===== config.mk =====
export PLATFORM = sky130hd
export DESIGN_NAME = branch_target_predictor_table
export DESIGN_NICKNAME = d
export VERILOG_FILES = /design/src/rtl/btb_pkg.sv /design/src/rtl/btb_flush_seq.sv /design/src/rtl/branch_target_predictor_table.sv
export SDC_FILE = /design/constraint.sdc
export NUM_CORES = 2
export LEC_CHECK = 0
export CORE_UTILIZATION = 62
export DETAILED_ROUTE_END_ITERATION = 7
export PLACE_DENSITY = 0.79
export SYNTH_ARGS = -nofsm -noshare
export SYNTH_HDL_FRONTEND = slang
export SYNTH_HIERARCHICAL = 1
export SYNTH_SLANG_ARGS = --single-unit

===== constraint.sdc =====
create_clock -name clk -period 9.8 [get_ports clk]
set_input_delay 1.96 -clock clk [delete_from_list [all_inputs] [get_ports clk]]
set_output_delay 1.96 -clock clk [all_outputs]
set_load 0.02 [all_outputs]

===== src/rtl/btb_pkg.sv =====
// Shared definitions for the branch target predictor table: predictor encodings,
// flush FSM states and PC field helpers.
package btb_pkg;

   localparam logic [1:0] SNT = 2'b00;
   localparam logic [1:0] WNT = 2'b01;
   localparam logic [1:0] WT  = 2'b10;
   localparam logic [1:0] ST  = 2'b11;

   typedef enum logic {
      IDLE  = 1'b0,
      FLUSH = 1'b1
   } flush_state_t;

   function automatic logic [1:0] sat_inc2(input logic [1:0] s);
      case (s)
         SNT:     return WNT;
         WNT:     return WT;
         default: return ST;
      endcase
   endfunction

   function automatic logic [1:0] sat_dec2(input logic [1:0] s);
      case (s)
         ST:      return WT;
         WT:      return WNT;
         default: return SNT;
      endcase
   endfunction

   // Word-aligned PCs: the two low bits never contribute to index or tag.
   function automatic logic [31:0] pc_index(input logic [63:0] pc, input int idx_w);
      return 32'((pc >> 2) & ((64'd1 << idx_w) - 64'd1));
   endfunction

   function automatic logic [31:0] pc_tag(input logic [63:0] pc, input int idx_w, input int tag_w);
      return 32'((pc >> (idx_w + 2)) & ((64'd1 << tag_w) - 64'd1));
   endfunction

endpackage


===== src/rtl/btb_flush_seq.sv =====
// Flush sequencer: walks every table index once, one per cycle, after a flush request.
module btb_flush_seq
   import btb_pkg::*;
#(
   parameter int ENTRIES = 64
) (
   input  logic                       clk,
   input  logic                       reset,
   input  logic                       flush_req,
   output logic                       flush_busy,
   output logic                       clr_en,
   output logic [$clog2(ENTRIES)-1:0] clr_idx
);

   localparam int IDX_W = $clog2(ENTRIES);
   localparam logic [IDX_W-1:0] LAST_IDX = IDX_W'(ENTRIES - 1);

   flush_state_t     state_q;
   logic [IDX_W-1:0] idx_q;

   // A new request always restarts the walk from index 0, even mid-flush.
   always_ff @(posedge clk or posedge reset) begin
      if (reset) begin
         state_q <= IDLE;
         idx_q   <= '0;
      end else if (flush_req) begin
         state_q <= FLUSH;
         idx_q   <= '0;
      end else if (state_q == FLUSH) begin
         if (idx_q == LAST_IDX) begin
            state_q <= IDLE;
            idx_q   <= '0;
         end else begin
            idx_q <= idx_q + 1'b1;
         end
      end
   end

   assign flush_busy = (state_q == FLUSH);
   assign clr_en     = (state_q == FLUSH);
   assign clr_idx    = idx_q;

endmodule


===== src/rtl/branch_target_predictor_table.sv =====
// Tagged BTB with 2-bit saturating predictors and a sequenced table flush.
// Optional statistics counters are enabled by defining BTB_STATS_EN.
module branch_target_predictor_table
   import btb_pkg::*;
#(
   parameter int         PC_W     = 32,
   parameter int         ENTRIES  = 64,
   parameter int         TAG_W    = 8,
   parameter logic [1:0] CTR_INIT = WT
) (
   input  logic            clk,
   input  logic            reset,
   input  logic            lookup_en,
   input  logic [PC_W-1:0] lookup_pc,
   output logic            hit,
   output logic            predict_taken,
   output logic [PC_W-1:0] predict_pc,
   output logic [1:0]      pred_state,
   input  logic            update,
   input  logic [PC_W-1:0] update_pc,
   input  logic [PC_W-1:0] update_target,
   input  logic            update_taken,
   input  logic            flush_req,
   output logic            flush_busy,
   output logic [31:0]     stat_lookups,
   output logic [31:0]     stat_hits,
   output logic [31:0]     stat_allocs
);

   localparam int IDX_W = $clog2(ENTRIES);

   logic [ENTRIES-1:0] valid_q;
   logic [TAG_W-1:0]   tag_mem [ENTRIES];
   logic [1:0]         ctr_mem [ENTRIES];
   logic [PC_W-1:0]    tgt_mem [ENTRIES];

   logic [IDX_W-1:0] l_idx, u_idx, clr_idx;
   logic [TAG_W-1:0] l_tag, u_tag;
   logic             l_hit, u_hit, upd_ok, do_train, do_alloc, clr_en;

   btb_flush_seq #(.ENTRIES(ENTRIES)) u_flush_seq (
      .clk        (clk),
      .reset      (reset),
      .flush_req  (flush_req),
      .flush_busy (flush_busy),
      .clr_en     (clr_en),
      .clr_idx    (clr_idx)
   );

   assign l_idx = IDX_W'(pc_index(64'(lookup_pc), IDX_W));
   assign l_tag = TAG_W'(pc_tag(64'(lookup_pc), IDX_W, TAG_W));
   assign u_idx = IDX_W'(pc_index(64'(update_pc), IDX_W));
   assign u_tag = TAG_W'(pc_tag(64'(update_pc), IDX_W, TAG_W));

   assign l_hit         = lookup_en && !flush_busy && valid_q[l_idx] && (tag_mem[l_idx] == l_tag);
   assign hit           = l_hit;
   assign predict_taken = l_hit && ctr_mem[l_idx][1];
   assign predict_pc    = l_hit ? tgt_mem[l_idx] : '0;
   assign pred_state    = l_hit ? ctr_mem[l_idx] : SNT;

   // An update arriving with a flush request would be wiped anyway, so drop it.
   assign upd_ok   = update && !flush_busy && !flush_req;
   assign u_hit    = valid_q[u_idx] && (tag_mem[u_idx] == u_tag);
   assign do_train = upd_ok && u_hit;
   assign do_alloc = upd_ok && !u_hit && update_taken;

   // Payload arrays carry no reset; an entry is only meaningful once its valid bit is set.
   always_ff @(posedge clk) begin
      if (do_alloc) begin
         tag_mem[u_idx] <= u_tag;
         tgt_mem[u_idx] <= update_target;
         ctr_mem[u_idx] <= CTR_INIT;
      end else if (do_train) begin
         ctr_mem[u_idx] <= update_taken ? sat_inc2(ctr_mem[u_idx]) : sat_dec2(ctr_mem[u_idx]);
         if (update_taken) begin
            tgt_mem[u_idx] <= update_target;
         end
      end
   end

   // Clears and allocations never coincide because updates are ignored while flushing.
   always_ff @(posedge clk or posedge reset) begin
      if (reset) begin
         valid_q <= '0;
      end else begin
         if (clr_en) begin
            valid_q[clr_idx] <= 1'b0;
         end
         if (do_alloc) begin
            valid_q[u_idx] <= 1'b1;
         end
      end
   end

`ifdef BTB_STATS_EN
   logic [31:0] cnt_lookups, cnt_hits, cnt_allocs;

   // Counters saturate at all-ones rather than wrapping.
   always_ff @(posedge clk or posedge reset) begin
      if (reset) begin
         cnt_lookups <= '0;
         cnt_hits    <= '0;
         cnt_allocs  <= '0;
      end else if (flush_req) begin
         cnt_lookups <= '0;
         cnt_hits    <= '0;
         cnt_allocs  <= '0;
      end else begin
         if (lookup_en && !flush_busy && (cnt_lookups != '1)) begin
            cnt_lookups <= cnt_lookups + 32'd1;
         end
         if (l_hit && (cnt_hits != '1)) begin
            cnt_hits <= cnt_hits + 32'd1;
         end
         if (do_alloc && (cnt_allocs != '1)) begin
            cnt_allocs <= cnt_allocs + 32'd1;
         end
      end
   end

   assign stat_lookups = cnt_lookups;
   assign stat_hits    = cnt_hits;
   assign stat_allocs  = cnt_allocs;
`else
   assign stat_lookups = '0;
   assign stat_hits    = '0;
   assign stat_allocs  = '0;
`endif

endmodule


==> impl_metrics.ini <==
[timing]
post-route-period-util_pct = 88.9
fmax_ghz = 0.115
hold_violations = 0
finClkSkew_ns = 0.0635
relSlewSlack_pct = 3.36
rsz0062_at_grt = false
slew_viol_final = 0
min_period_ns = 8.71
worst_slack_ns = 1.09
tns_ns = 0
setup_viol = 0
tightest_slew_ns = 1.43

[min_path]
hold_depth = 2
min_from = valid_q[19]$_DFF_PP0_
hold_class = reg2reg
holdPathEnd = valid_q[19]$_DFF_PP0_

[clocking]
clockBufferDepth = 4
cts_tree = built
htreeDepth = 5
cts_setup_buffers = 0
ctsHoldBuffers = 0
cts.sinks = 2759
cts_inserted_buffers = 283
root_buffer = clkbuf_16
cts-resized-gates = 0
clk_latency_ns = 0.96
clk_pin_slew_ns = 0.06

[power_and_ir_drop]
cellPowerDensity_mw_per_mm2 = 198
intPower_mw = 19.5
power.switching_mw = 5.59
p_leak_nw = 40.5
pwr-share-seq_pct = 51.8
switching_share_pct = 22.3
clkPwrFrac_pct = 42.3
ir_worst_vdd_v = 0.000195
pwr-share-comb_pct = 5.9

[layout]
syn_to_final_growth_pct = 11.3
nets = 5592
nFillCells = 9978
drive_gt1_share_pct = 30.0

[drt]
finalWirelength_mm = 346
firstDrtPassIters = 8
wl_met1_mm = 113
drt-wirelength-per-cell_um = 42.9
met3WireLength_mm = 49.8
first_iter_violations = 12100
wl_met2_mm = 161
via_count = 63700
dr.max_layer_used = met5
drtAntennaViolNets = 0
drc = 0
viasPerCell = 7.89

[critical_path]
crit_arrival_ns = 6.75
critical_path_required_ns = 7.84
path_cells = buf_8 > buf_4 > mux4_2 > mux4_2 > mux4_2 > xor2_1 > or4_4 > nor3_4 > buf_4 > and3_1 > clkdlybuf4s50_1
critPathMaxFanout = 40
worst-path-buf-inv = 4
critical-path-max-stage-delay_ns = 0.68
end_kind = output port
crit_family = buffers and inverters
r2r_end = ctr_mem[47][0]$_DFFE_PP_
rr_startpoint = tag_mem[28][7]$_DFFE_PP_
r2r_cells = 10
reg2reg_setup_slack_ns = 4.79
crit_top_cell = mux4_2
cp-start-kind = input pin
criticalPathCategory = in2out
cp_slowest_cell = clkdlybuf4s50_1

[synthesis]
synth_edf_count = 2688
yosysSeqAreaShare_pct = 72.6
syn_area_mm2 = 0.114
yosys-top-cells-count = edfxtp_1, mux4_2, clkbuf_1
yosysMostFrequentCell = edfxtp_1
synthArstFlopShare_pct = 2.57
ys_warn_count = 6
synth_area_per_cell_um2 = 21.5
yosysTopAreaCellShare_pct = 71.0
synth.largest_area_cell = edfxtp_1
syn_inst = 5278
ys_types = 65
synth_seq_cells = 2759
ys_dominant_reg_cell = edfxtp_1
ys_top_cells_by_area = edfxtp_1, mux4_2, dfrtp_1, mux2i_1, buf_4

[place]
place_congestion = 0.970
place_ws_ns = 1.26
portBuffers = 102
dp_hpwl_mm = 172

[floorplan]
die_h_um = 430
fp.coreArea_mm2 = 0.182
std_cell_rows = 156
dieArea_mm2 = 0.185
chipWidth_um = 430
initial_utilization_pct = 62.6
ios = 235

[grt]
antenna_found_initial = 28
grtUsageTotal_pct = 37.8
grt_max_degree = 133
grt_overflow = 0
grt_pass1_vias = 62800
grt_pass1_wl_mm = 482

[flow_run]
cap_violations = 0

[run_status]
status = finished clean
## sequential cells by signal, indices dropped and copies added, names as in the netlist
register,cells
ctr_mem,128
tag_mem,512
tgt_mem,2048
u_flush_seq/clr_en,1
u_flush_seq/clr_idx,6
valid_q,64
## kinds of logic (layout without fill, tap and decap cells)
family,count (synthesis),in the layout,share of synthesized area (%)
buffers and inverters,485,798,2.20
other,1,114,0.00330
muxes,1077,1077,19.8
AOI/OAI and AO/OA,551,551,3.57
adders and majority gates,3,3,0.0286
and+or+nand+nor,385,385,1.73
DFF,2759,2759,72.6
xor gates and xnor gates,17,17,0.131
## power groups by stage
stage / logic [mW] / clock network, mW / registers [mW]
after global placement: 1.36 / 0 / 13.2
after CTS: 1.43 / 10.6 / 13.0
final: 1.49 / 10.6 / 13.0
after floorplan: 0.847 / 0 / 13.2
after global routing: 1.51 / 11.0 / 13.0
after detailed placement: 1.39 / 0 / 13.2
## final cells by class
| cell class | count | area, um2 | area share [%] |
|---|---|---|---|
| Antenna cell | 18 | 45.0 | 0.0356 |
| Clock buffer | 354 | 7500 | 5.92 |
| Clock inverter | 128 | 1170 | 0.924 |
| Inverter | 7 | 26.3 | 0.0208 |
| Multi-Input combinational cell | 2129 | 29800 | 23.5 |
| Sequential cell | 2759 | 82500 | 65.2 |
| Tap cell | 2370 | 2970 | 2.34 |
| Timing Repair Buffer | 309 | 2590 | 2.04 |
## worst reg2reg max path, delay by kind of cell, from the launching register on
| family | cells | cell delay (ns) |
|---|---|---|
| XOR/XNOR | 1 | 0.23 |
| AND/OR/NAND/NOR | 3 | 1.31 |
| flip-flops | 1 | 0.40 |
| multiplexers | 2 | 0.77 |
| AO/OA/AOI/OAI | 3 | 1.28 |
| buffers and inverters | 1 | 0.71 |
## worst max path at each step
stage	from	to	cells past startpoint
2_1_floorplan	update_pc[4]	ctr_mem[0][0]$_DFFE_PP_	14
3_3_place_gp	lookup_pc[2]	predict_pc[20]	10
3_5_place_dp	lookup_pc[2]	predict_pc[9]	11
4_1_cts	lookup_pc[2]	predict_pc[17]	11
5_1_grt	lookup_pc[2]	predict_pc[17]	13
6_report	lookup_pc[2]	predict_pc[17]	11
## cell usage in the layout, fill, tap and decap left out, types with 52 or more instances in the layout
master / instances
dfrtp_1: 71
mux4_2: 932
o21ai_0: 88
edfxtp_1: 2688
nor2_4: 66
a22oi_1: 98
clkdlybuf4s50_1: 52
buf_4: 194
o211a_1: 64
o31ai_1: 67
clkbuf_1: 63
mux2i_1: 115
conb_1: 96
clkinv_1: 61
clkbuf_16: 289
## per-layer routing
layer  GRT usage [%]  vias up
met5               0        -
met4            20.1       22
met3            11.7     1399
met2            57.5     6528
met1            49.5    32800
li1                -    22900
## per-stage QoR
step | area (um2) | util, % | instances | hold WS [ns] | power, mW
floorplan | 114000 | - | 5373 | 0.488 | 14.1
global placement | 118000 | 64.9 | 7573 | 0.505 | 14.6
detailed placement | 118000 | 64.9 | 7573 | 0.520 | 14.6
CTS | 126000 | 69.7 | 8055 | 0.537 | 25.0
global route | 127000 | 69.7 | 8058 | 0.581 | 25.5
finish | 127000 | 69.7 | 8074 | 0.546 | 25.0
(Power assumes the default switching activity.)
